--- src/rtl/mem_access.sv ---
// MIPS MEM stage: loads/stores over a req/ack bus, big-endian lane handling.
// Latency: load/store holds the stage >=2 cycles (issue cycle + bus cycles to ack); non-memory ops 0.
// Backpressure: stallreq while a transfer is outstanding; ack under a foreign stall parks data in HOLD.
// Ports: clk/rst (sync, active-high); stall/flush from control; ex_* from EX/MEM register;
//        mem_* to mem_wb; stallreq/addr_err to control; bus_* registered request side, bus_rdata/bus_ack from slave.
module mem_access (
    input  logic        clk,
    input  logic        rst,
    input  logic [5:0]  stall,
    input  logic        flush,
    input  logic [4:0]  ex_wd,
    input  logic        ex_wreg,
    input  logic [31:0] ex_wdata,
    input  logic [3:0]  ex_op,
    input  logic [31:0] ex_mem_addr,
    input  logic [31:0] ex_reg2,
    input  logic        ex_cp0_reg_we,
    input  logic [4:0]  ex_cp0_reg_write_addr,
    input  logic [31:0] ex_cp0_reg_data,
    output logic [4:0]  mem_wd,
    output logic        mem_wreg,
    output logic [31:0] mem_wdata,
    output logic        mem_cp0_reg_we,
    output logic [4:0]  mem_cp0_reg_write_addr,
    output logic [31:0] mem_cp0_reg_data,
    output logic        stallreq,
    output logic        addr_err,
    output logic        bus_req,
    output logic        bus_we,
    output logic [31:0] bus_addr,
    output logic [3:0]  bus_sel,
    output logic [31:0] bus_wdata,
    input  logic [31:0] bus_rdata,
    input  logic        bus_ack
);

    localparam logic [3:0] OP_LB  = 4'd1;
    localparam logic [3:0] OP_LBU = 4'd2;
    localparam logic [3:0] OP_LH  = 4'd3;
    localparam logic [3:0] OP_LHU = 4'd4;
    localparam logic [3:0] OP_LW  = 4'd5;
    localparam logic [3:0] OP_SB  = 4'd9;
    localparam logic [3:0] OP_SH  = 4'd10;
    localparam logic [3:0] OP_SW  = 4'd11;

    typedef enum logic [1:0] {S_IDLE, S_BUSY, S_HOLD, S_DRAIN} state_t;

    state_t      state, state_nx;
    logic [31:0] cap_q;
    logic [1:0]  off;
    logic        is_load, is_store, misaligned, valid_op;
    logic [3:0]  sel_c;
    logic [31:0] wdata_c;
    logic        issue, capture, use_cap, kill, stallreq_c;
    logic [31:0] src;
    logic [7:0]  byte_v;
    logic [15:0] half_v;
    logic [31:0] load_val;

    assign off      = ex_mem_addr[1:0];
    assign valid_op = (is_load | is_store) & ~misaligned & ~flush;

    // Op decode, alignment check and store lane steering.
    always_comb begin
        is_load    = 1'b0;
        is_store   = 1'b0;
        misaligned = 1'b0;
        sel_c      = 4'b0000;
        wdata_c    = ex_reg2;
        case (ex_op)
            OP_LB, OP_LBU: begin
                is_load = 1'b1;
                sel_c   = 4'b1000 >> off;
            end
            OP_LH, OP_LHU: begin
                is_load    = 1'b1;
                misaligned = off[0];
                sel_c      = off[1] ? 4'b0011 : 4'b1100;
            end
            OP_LW: begin
                is_load    = 1'b1;
                misaligned = (off != 2'b00);
                sel_c      = 4'b1111;
            end
            OP_SB: begin
                is_store = 1'b1;
                sel_c    = 4'b1000 >> off;
                wdata_c  = {4{ex_reg2[7:0]}};
            end
            OP_SH: begin
                is_store   = 1'b1;
                misaligned = off[0];
                sel_c      = off[1] ? 4'b0011 : 4'b1100;
                wdata_c    = {2{ex_reg2[15:0]}};
            end
            OP_SW: begin
                is_store   = 1'b1;
                misaligned = (off != 2'b00);
                sel_c      = 4'b1111;
            end
            default: ;
        endcase
    end

    // Big-endian load extraction; HOLD reads the captured word since the bus has moved on.
    always_comb begin
        src = use_cap ? cap_q : bus_rdata;
        case (off)
            2'd0:    byte_v = src[31:24];
            2'd1:    byte_v = src[23:16];
            2'd2:    byte_v = src[15:8];
            default: byte_v = src[7:0];
        endcase
        half_v = off[1] ? src[15:0] : src[31:16];
        case (ex_op)
            OP_LB:   load_val = {{24{byte_v[7]}}, byte_v};
            OP_LBU:  load_val = {24'h000000, byte_v};
            OP_LH:   load_val = {{16{half_v[15]}}, half_v};
            OP_LHU:  load_val = {16'h0000, half_v};
            default: load_val = src;
        endcase
    end

    always_ff @(posedge clk) begin
        if (rst) begin
            state     <= S_IDLE;
            bus_req   <= 1'b0;
            bus_we    <= 1'b0;
            bus_addr  <= 32'h0;
            bus_sel   <= 4'h0;
            bus_wdata <= 32'h0;
            cap_q     <= 32'h0;
        end else begin
            state <= state_nx;
            if (issue) begin
                bus_req   <= 1'b1;
                bus_we    <= is_store;
                bus_addr  <= {ex_mem_addr[31:2], 2'b00};
                bus_sel   <= sel_c;
                bus_wdata <= wdata_c;
            end else if (bus_req && bus_ack) begin
                bus_req <= 1'b0;
                bus_we  <= 1'b0;
            end
            if (capture) begin
                cap_q <= bus_rdata;
            end
        end
    end

    always_comb begin
        state_nx   = state;
        issue      = 1'b0;
        capture    = 1'b0;
        use_cap    = 1'b0;
        kill       = 1'b0;
        stallreq_c = 1'b0;
        case (state)
            S_IDLE: begin
                if (valid_op) begin
                    issue      = 1'b1;
                    stallreq_c = 1'b1;
                    state_nx   = S_BUSY;
                end
            end
            S_BUSY: begin
                if (flush) begin
                    // Bus cannot abort: keep the request up in DRAIN unless the ack is already here.
                    kill     = 1'b1;
                    state_nx = bus_ack ? S_IDLE : S_DRAIN;
                end else if (bus_ack) begin
                    if (stall != 6'b000000) begin
                        capture  = 1'b1;
                        state_nx = S_HOLD;
                    end else begin
                        state_nx = S_IDLE;
                    end
                end else begin
                    stallreq_c = 1'b1;
                end
            end
            S_HOLD: begin
                use_cap = 1'b1;
                if (flush) begin
                    kill     = 1'b1;
                    state_nx = S_DRAIN;
                end else if (stall == 6'b000000) begin
                    state_nx = S_IDLE;
                end
            end
            default: begin
                // DRAIN: outstanding request (if any) completes and its data is dropped.
                kill       = 1'b1;
                stallreq_c = valid_op;
                if (!bus_req || bus_ack) begin
                    state_nx = S_IDLE;
                end
            end
        endcase
    end

    always_comb begin
        mem_wd                 = 5'h0;
        mem_wreg               = 1'b0;
        mem_wdata              = 32'h0;
        mem_cp0_reg_we         = 1'b0;
        mem_cp0_reg_write_addr = 5'h0;
        mem_cp0_reg_data       = 32'h0;
        stallreq               = 1'b0;
        addr_err               = 1'b0;
        if (!rst) begin
            mem_wd                 = ex_wd;
            mem_wreg               = ex_wreg & ~misaligned & ~kill;
            mem_wdata              = is_load ? load_val : ex_wdata;
            mem_cp0_reg_we         = ex_cp0_reg_we & ~kill;
            mem_cp0_reg_write_addr = ex_cp0_reg_write_addr;
            mem_cp0_reg_data       = ex_cp0_reg_data;
            stallreq               = stallreq_c;
            addr_err               = misaligned;
        end
    end

endmodule

--- config.mk ---
export PLATFORM = sky130hd
export DESIGN_NAME = mem_access
export DESIGN_NICKNAME = d
export VERILOG_FILES = /design/src/rtl/mem_access.sv
export SDC_FILE = /design/constraint.sdc
export NUM_CORES = 1
export LEC_CHECK = 0
export CAP_MARGIN = 20
export CORE_ASPECT_RATIO = 0.9
export CORE_MARGIN = 8
export CORE_UTILIZATION = 41
export CTS_BUF_LIST = sky130_fd_sc_hd__clkbuf_4
export DETAILED_ROUTE_END_ITERATION = 10
export PLACE_DENSITY_LB_ADDON = 0.15
export SYNTH_ARGS = -nofsm -noshare
export SYNTH_HDL_FRONTEND = slang
export SYNTH_SLANG_ARGS = --single-unit
--- constraint.sdc ---
create_clock -name clk -period 4.8 [get_ports clk]
set_input_delay 1.44 -clock clk [delete_from_list [all_inputs] [get_ports clk]]
set_output_delay 1.44 -clock clk [all_outputs]
set_load 0.01 [all_outputs]
==> flow_metrics.env, run 1 <==
export IMPL_status="complete, no violations"
export IMPL_yosys_area_top_type="dfxtp_1"
export IMPL_root_buffer="clkbuf_4"
export IMPL_grt_pass1_wl_mm=37.80
export IMPL_synth_common_cells="nor2_1, dfxtp_1, nand2_1"
export IMPL_vias=6842
export IMPL_clkTransAtPathRegs_ns=0.16
export IMPL_period_share=0.9924
export IMPL_cts_buffers_inserted=9
export IMPL_busiest_layer="met2"
export IMPL_final_util=0.6833
export IMPL_clock_path_buffers=2
export IMPL_drive_gt1_frac=0.1570
export IMPL_initial_core_util=0.4203
export IMPL_slew_limit_headroom=0.5954
export IMPL_ant_nets=0
export IMPL_yosysUniqueCellTypes=46
export IMPL_core_um2=14710
export IMPL_grtUsageMet2=0.4098
export IMPL_synth_edf_count=0
export IMPL_cts_sinks=102
export IMPL_holdBufCountCts=0
export IMPL_grt_ovfl_total=0
export IMPL_rows=42
export IMPL_synth_flop_cell="dfxtp_1"
export IMPL_maxCapViolCount=0
export IMPL_hold_viol_final=0
export IMPL_vdd_drop_max_mv=0.1880
export IMPL_synth_async_sr_flop_share=0
export IMPL_fin_tns_setup_ns=0
export IMPL_synthesis_instances=776
export IMPL_critPathRequiredTime_ns=3.36
export IMPL_syn_avg_cell_area_um2=7.970
export IMPL_viasPerCell=5.227
export IMPL_min_path_type="reg2reg"
export IMPL_routed_wl_mm=24.47
export IMPL_seqPwrFrac=0.391
export IMPL_yosys_warnings=0
export IMPL_combPwrFrac=0.443
export IMPL_endpoint_kind="output port"
export IMPL_internal_power_mw=1.621
export IMPL_crit_type="in2out"
export IMPL_first_pass_iters=5
export IMPL_grt_pass1_vias=6879
export IMPL_mappedNetlistArea_um2=6185
export IMPL_synth_most_common_cell="nor2_1"
export IMPL_antenna_found_initial=4
export IMPL_grt_usage=0.2447
export IMPL_pwr_share_clk=0.166
export IMPL_fmax_ghz=0.2099
export IMPL_worst_slew_pin_slew_ns=0.6069
export IMPL_cts_tree="yes"
export IMPL_setup_viol=0
export IMPL_synthTopCellsByArea="dfxtp_1, mux2i_1, nor2_1"
export IMPL_arrival_ns=3.32
export IMPL_nets=1294
export IMPL_power_density_nw_per_um2=249.4
export IMPL_min_period_ns=4.763
export IMPL_worstSetupStartpointType="input pin"
export IMPL_switching_power_uw=886.1
export IMPL_portBuffers=331
export IMPL_met1_usage=0.2747
export IMPL_synth_top_area_frac=0.3302
export IMPL_slew_violations=0
export IMPL_p_sw_frac=0.3534
export IMPL_ys_seq_area_frac=0.3302
export IMPL_met3_usage=0.1012
export IMPL_die_w_um=145.5
export IMPL_crit_path_max_fanout=6
export IMPL_grt_max_degree=75
export IMPL_htreeDepth=3
export IMPL_power_leakage_nw=3.979
export IMPL_io_pins=334
export IMPL_dieArea_um2=19280
export IMPL_area_delta_synth_final_pct=62.57
export IMPL_place_gp_congestion=0.9477
export IMPL_clock_skew_ns=0.009880
export IMPL_clk_latency_ns=0.47
export IMPL_drt_iter0_markers=343
export IMPL_die_y_um=132.5
export IMPL_ys_seq_elements=102
export IMPL_wl_per_cell_um=18.69
export IMPL_finalPower_mw=2.507
export IMPL_dpl_hpwl_mm=19.18
export IMPL_drc_errors=0
cells by family (layout without fill, tap and decap cells):
family	Yosys count	after routing	share of synthesized area
AOI/OAI and AO/OA	165	165	0.1776
buffers and inverters	82	412	0.05543
and+or+nand+nor	325	326	0.2444
other	1	5	0.0006063
adders and majority gates	4	4	0.008093
DFF	102	102	0.3302
muxes	97	97	0.1837
critical path, cell delays in order:
cell and delay, ns:
clkdlybuf4s50_1 0.44, inv_2 0.08, mux4_2 0.55, a31oi_4 0.24, and2_4 0.24, buf_4 0.13
o31ai_1 0.07, buf_2 0.15
power by group through the flow:
stage / combinational [mW] / clock (mW) / sequential [mW]
2_1_floorplan: 0.539 / 0 / 1.02
3_3_place_gp: 1.10 / 0 / 0.994
5_1_grt: 1.20 / 0.468 / 0.993
6_report: 1.11 / 0.417 / 0.981
4_1_cts: 1.11 / 0.437 / 0.981
3_5_place_dp: 1.11 / 0 / 0.999
sequential cells by signal (all words and copies together), names as in the netlist:
name       count
bus_wdata     32
cap_q         32
bus_addr      30
bus_sel        4
state          2
bus_req        1
bus_we         1
placed cells by master (no fill, tap or decap), types with 3 or more instances in the layout:
cell type | Yosys | routed
a21oi_1 | 49 | 46
buf_6 | 0 | 9
a211o_1 | 3 | 3
o31ai_1 | 17 | 16
buf_2 | 16 | 28
a221oi_2 | 0 | 7
nand3b_1 | 18 | 18
mux2i_1 | 55 | 55
clkbuf_4 | 0 | 9
mux2_2 | 32 | 31
nand2_1 | 102 | 102
a22oi_1 | 8 | 8
o211ai_1 | 7 | 7
dfxtp_1 | 102 | 102
nor3_1 | 23 | 22
a21oi_2 | 0 | 3
buf_4 | 4 | 45
ha_1 | 4 | 3
buf_12 | 0 | 5
nor2b_1 | 45 | 44
dlygate4sd2_1 | 0 | 10
o21ai_0 | 20 | 20
nand3_1 | 11 | 11
a211oi_1 | 44 | 42
nor2_1 | 104 | 104
inv_1 | 8 | 7
mux4_2 | 10 | 10
diode_2 | 0 | 3
clkdlybuf4s50_1 | 0 | 286
dlymetal6s2s_1 | 0 | 3
nand2b_1 | 6 | 6
what timing repair did:
action                     in CTS  in global routing
gates resized for setup       164                 10
pin swaps                       9                  2
gates cloned                    1                  0
setup endpoints to repair      35                 13
buffers inserted                6                  1
routing by layer:
layer	vias up	wire [um]
li1	3388	-
met1	3111	9744
met2	302	11560
met3	39	2455
met4	2	700
met5	-	13
final cells by class:
class | instances | area [um^2]
Antenna cell | 3 | 7.507
Tap cell | 198 | 247.7
Fill cell | 1275 | 4659
Clock inverter | 6 | 47.55
Timing Repair Buffer | 389 | 3694
Inverter | 8 | 30.03
Multi-Input combinational cell | 594 | 3919
Clock buffer | 9 | 67.56
Sequential cell | 102 | 2042
final timing paths:
check | startpoint | endpoint | slack (ns) | cells after the start
min | bus_addr[4] | bus_addr[4] | 0.47 | 2
max reg2reg | state[0] | state[1] | 2.28 | 8
min reg2reg | bus_addr[4] | bus_addr[4] | 0.47 | 2
max | ex_mem_addr[0] | mem_wdata[28] | 0.04 | 8
per-stage QoR:
stage          std cells  hold slack (ns)  area [um^2]  setup slack (ns)
2_1_floorplan        777           0.4576         6188            0.1501
3_3_place_gp        1284           0.4407         9913           -0.5613
3_5_place_dp        1284           0.4467         9913           -0.5971
4_1_cts             1305           0.4667        10020           -0.1086
5_1_grt             1309           0.4823        10050         -0.002742
6_report            1309           0.4654        10050           0.03668
Note: power is estimated with default switching activity, not from simulation.
==> run 2, diff against run 1 <==
--- a/config.mk
+++ b/config.mk
@@ -10,6 +10,7 @@
 export CORE_MARGIN = 8
 export CORE_UTILIZATION = 41
 export CTS_BUF_LIST = sky130_fd_sc_hd__clkbuf_4
+export CTS_CLUSTER_DIAMETER = 120
 export DETAILED_ROUTE_END_ITERATION = 10
 export PLACE_DENSITY_LB_ADDON = 0.15
 export SYNTH_ARGS = -nofsm -noshare
==> constraint.sdc (replaced) <==
create_clock -name clk -period 4.8 [get_ports clk]
set_input_delay 1.44 -clock clk [delete_from_list [all_inputs] [get_ports clk]]
set_output_delay 1.44 -clock clk [all_outputs]
set_load 0.02 [all_outputs]
==> run 2 against run 1 <==
Compared with the run above:
- combinational power up 8%
- clock power up 3%
- worst setup slack better by 0.039 ns
- global-route usage up 0.47 points
- clock-buffer cell count unchanged
- largest cell class unchanged
- cell count down 0.61%
- flip-flop and latch count unchanged
- register-to-register slack worse by 0.05 ns
==> flow_metrics.env, run 2 (synthesis results as in run 1) <==
export IMPL_hold_start="bus_addr[30]"
export IMPL_routed_wl_mm=25.06
export IMPL_clk_latency_ns=0.48
export IMPL_maxCapViolCount=0
export IMPL_worstSetupStartpointType="input pin"
export IMPL_fin_tns_setup_ns=0
export IMPL_crit_type="in2out"
export IMPL_clock_skew_ns=0.01870
export IMPL_root_buffer="clkbuf_4"
export IMPL_drt_iter0_markers=416
export IMPL_min_period_ns=4.725
export IMPL_htreeDepth=3
export IMPL_cp_slowest_cell="mux4_2"
export IMPL_hold_path_endpoint="bus_addr[30]"
export IMPL_rsz0062_at_grt="no"
export IMPL_vias=6910
export IMPL_initial_core_util=0.4203
export IMPL_fmax_ghz=0.2117
export IMPL_portBuffers=331
export IMPL_pre_cts_ws_ns=-0.6341
export IMPL_status="complete, no violations"
export IMPL_worst_path_buf_inv=3
export IMPL_nets=1286
export IMPL_largestRegisters="bus_wdata x32, cap_q x32, bus_addr x30"
export IMPL_first_pass_iters=5
export IMPL_crit_path_max_fanout=8
export IMPL_grt_pass1_wl_mm=38.38
export IMPL_slew_limit_headroom=0.5215
export IMPL_hold_viol_final=0
export IMPL_wl_per_cell_um=19.26
export IMPL_dieArea_um2=19280
export IMPL_min_path_cells=2
export IMPL_finalPower_mw=2.608
export IMPL_drc_errors=0
export IMPL_grt_ovfl_total=0
export IMPL_clock_path_buffers=2
export IMPL_period_share=0.9843
export IMPL_timing_final_ws_setup_ns=0.07537
export IMPL_reg2reg_to="state[1]"
export IMPL_clkTransAtPathRegs_ns=0.17
export IMPL_grt_usage=0.2494
export IMPL_arrival_ns=3.28
export IMPL_cts_buffers_inserted=9
export IMPL_dpl_hpwl_mm=19.66
export IMPL_area_delta_synth_final_pct=61.16
export IMPL_power_leakage_nw=3.937
export IMPL_crit_path_max_incr_delay_ns=0.56
export IMPL_final_cell_mix="clkdlybuf4s50_1, nor2_1, nand2_1, dfxtp_1, mux2i_1"
export IMPL_rr_worst_depth=8
export IMPL_worst_slew_pin_slew_ns=0.7177
export IMPL_cts_tree="yes"
export IMPL_endpoint_kind="output port"
export IMPL_antenna_found_initial=2
export IMPL_r2r_start="state[0]"
export IMPL_die_w_um=145.5
export IMPL_slew_violations=0
export IMPL_grt_max_degree=75
export IMPL_power_density_nw_per_um2=261.7
export IMPL_grt_pass1_vias=6776
export IMPL_reg2reg_slack_ns=2.23
export IMPL_ant_nets=0
export IMPL_dpl_cell_area_um2=9867
export IMPL_io_pins=334
export IMPL_cts_sinks=102
export IMPL_final_common_cell="clkdlybuf4s50_1"
export IMPL_rows=42
export IMPL_holdWs_ns=0.4640
export IMPL_setup_viol=0
export IMPL_critical_path_cell_chain="clkdlybuf4s50_1 > inv_2 > mux4_2 > a31oi_4 > and2_4 > o31ai_1 > buf_2"
export IMPL_fin_area_um2=9967
export IMPL_core_um2=14710
export IMPL_cpLargestDelayFamily="buffers and inverters"
export IMPL_viasPerCell=5.311
export IMPL_die_y_um=132.5
export IMPL_vdd_drop_max_mv=0.2088
export IMPL_place_gp_congestion=0.9054
export IMPL_critPathRequiredTime_ns=3.36
export IMPL_min_path_type="reg2reg"
export IMPL_drive_gt1_frac=0.1553
==> run 2: cell types whose count changed in the layout (fill, tap and decap cells not counted), sizes merged <==
cell / delta
clkdlybuf4s15: -2
clkdlybuf4s50: +1
inv: +2
dlygate4sd2: -4
clkbuf: -1
clkinvlp: -1
diode: -1
buf: -2
==> run 2: worst max-delay path by stage <==
stage | from | to | slack (ns) | cells after the start
CTS | ex_op[2] | stallreq | -0.008 | 9
detailed placement | ex_op[2] | mem_wdata[1] | -0.63 | 8
global placement | ex_op[2] | mem_wdata[1] | -0.60 | 8
floorplan | ex_mem_addr[0] | mem_wdata[21] | -0.06 | 8
global route | ex_mem_addr[0] | mem_wdata[28] | 0.02 | 7
finish | ex_mem_addr[0] | mem_wdata[31] | 0.08 | 7
==> run 2: repair_timing <==
item,CTS,global route
pin swaps,3,5
setup buffers,3,0
gates cloned,1,0
hold buffers,0,0
setup endpoints to repair,34,34
resized for setup,183,19
==> run 2: power by group <==
part	leakage, nW	total, mW	internal (mW)	switching, mW
Combinational	3.04	1.20	0.575	0.623
Sequential	0.830	0.980	0.934	0.0459
Clock	0.0643	0.431	0.113	0.318
Total	3.94	2.61	1.62	0.987
==> run 2: worst reg2reg max path, cell delays in order (launching register included) <==
cell     delay [ns]
dfxtp_1        0.40
inv_1          0.09
ha_2           0.27
buf_4          0.34
or4b_2         0.73
a21oi_1        0.16
a31oi_1        0.11
a211o_1        0.36
nand2_1        0.05
==> run 2: final cells by class <==
class	count	area, um^2
multi-input cells	594	3925
clock inverters	7	52.55
clock buffers	9	67.56
well taps	198	247.7
flip-flops and latches	102	2042
inverters	8	30.03
diodes	2	5.005
fillers	1301	4747
repair buffers	381	3597
==> run 2: routing by layer <==
| metal | global-route usage | routed length (um) | vias up |
|---|---|---|---|
| met5 | 0 | 0 | - |
| met4 | 0.07568 | 697 | 0 |
| met3 | 0.1138 | 2679 | 41 |
| met2 | 0.4193 | 11900 | 314 |
| met1 | 0.2776 | 9783 | 3184 |
| li1 | - | - | 3371 |
==> run 2: through the flow <==
| stage | util | std cells |
|---|---|---|
| 2_1_floorplan | - | 777 |
| 3_3_place_gp | 0.6706 | 1280 |
| 3_5_place_dp | 0.6706 | 1280 |
| 4_1_cts | 0.6728 | 1299 |
| 5_1_grt | 0.6774 | 1301 |
| 6_report | 0.6774 | 1301 |
==> run 3, diff against run 2 <==
--- a/config.mk
+++ b/config.mk
@@ -5,7 +5,6 @@
 export SDC_FILE = /design/constraint.sdc
 export NUM_CORES = 1
 export LEC_CHECK = 0
-export CAP_MARGIN = 20
 export CORE_ASPECT_RATIO = 0.9
 export CORE_MARGIN = 8
 export CORE_UTILIZATION = 41
==> results of run 3 <==
No change in the layout: final DEF, timing and power equal those of run 2.
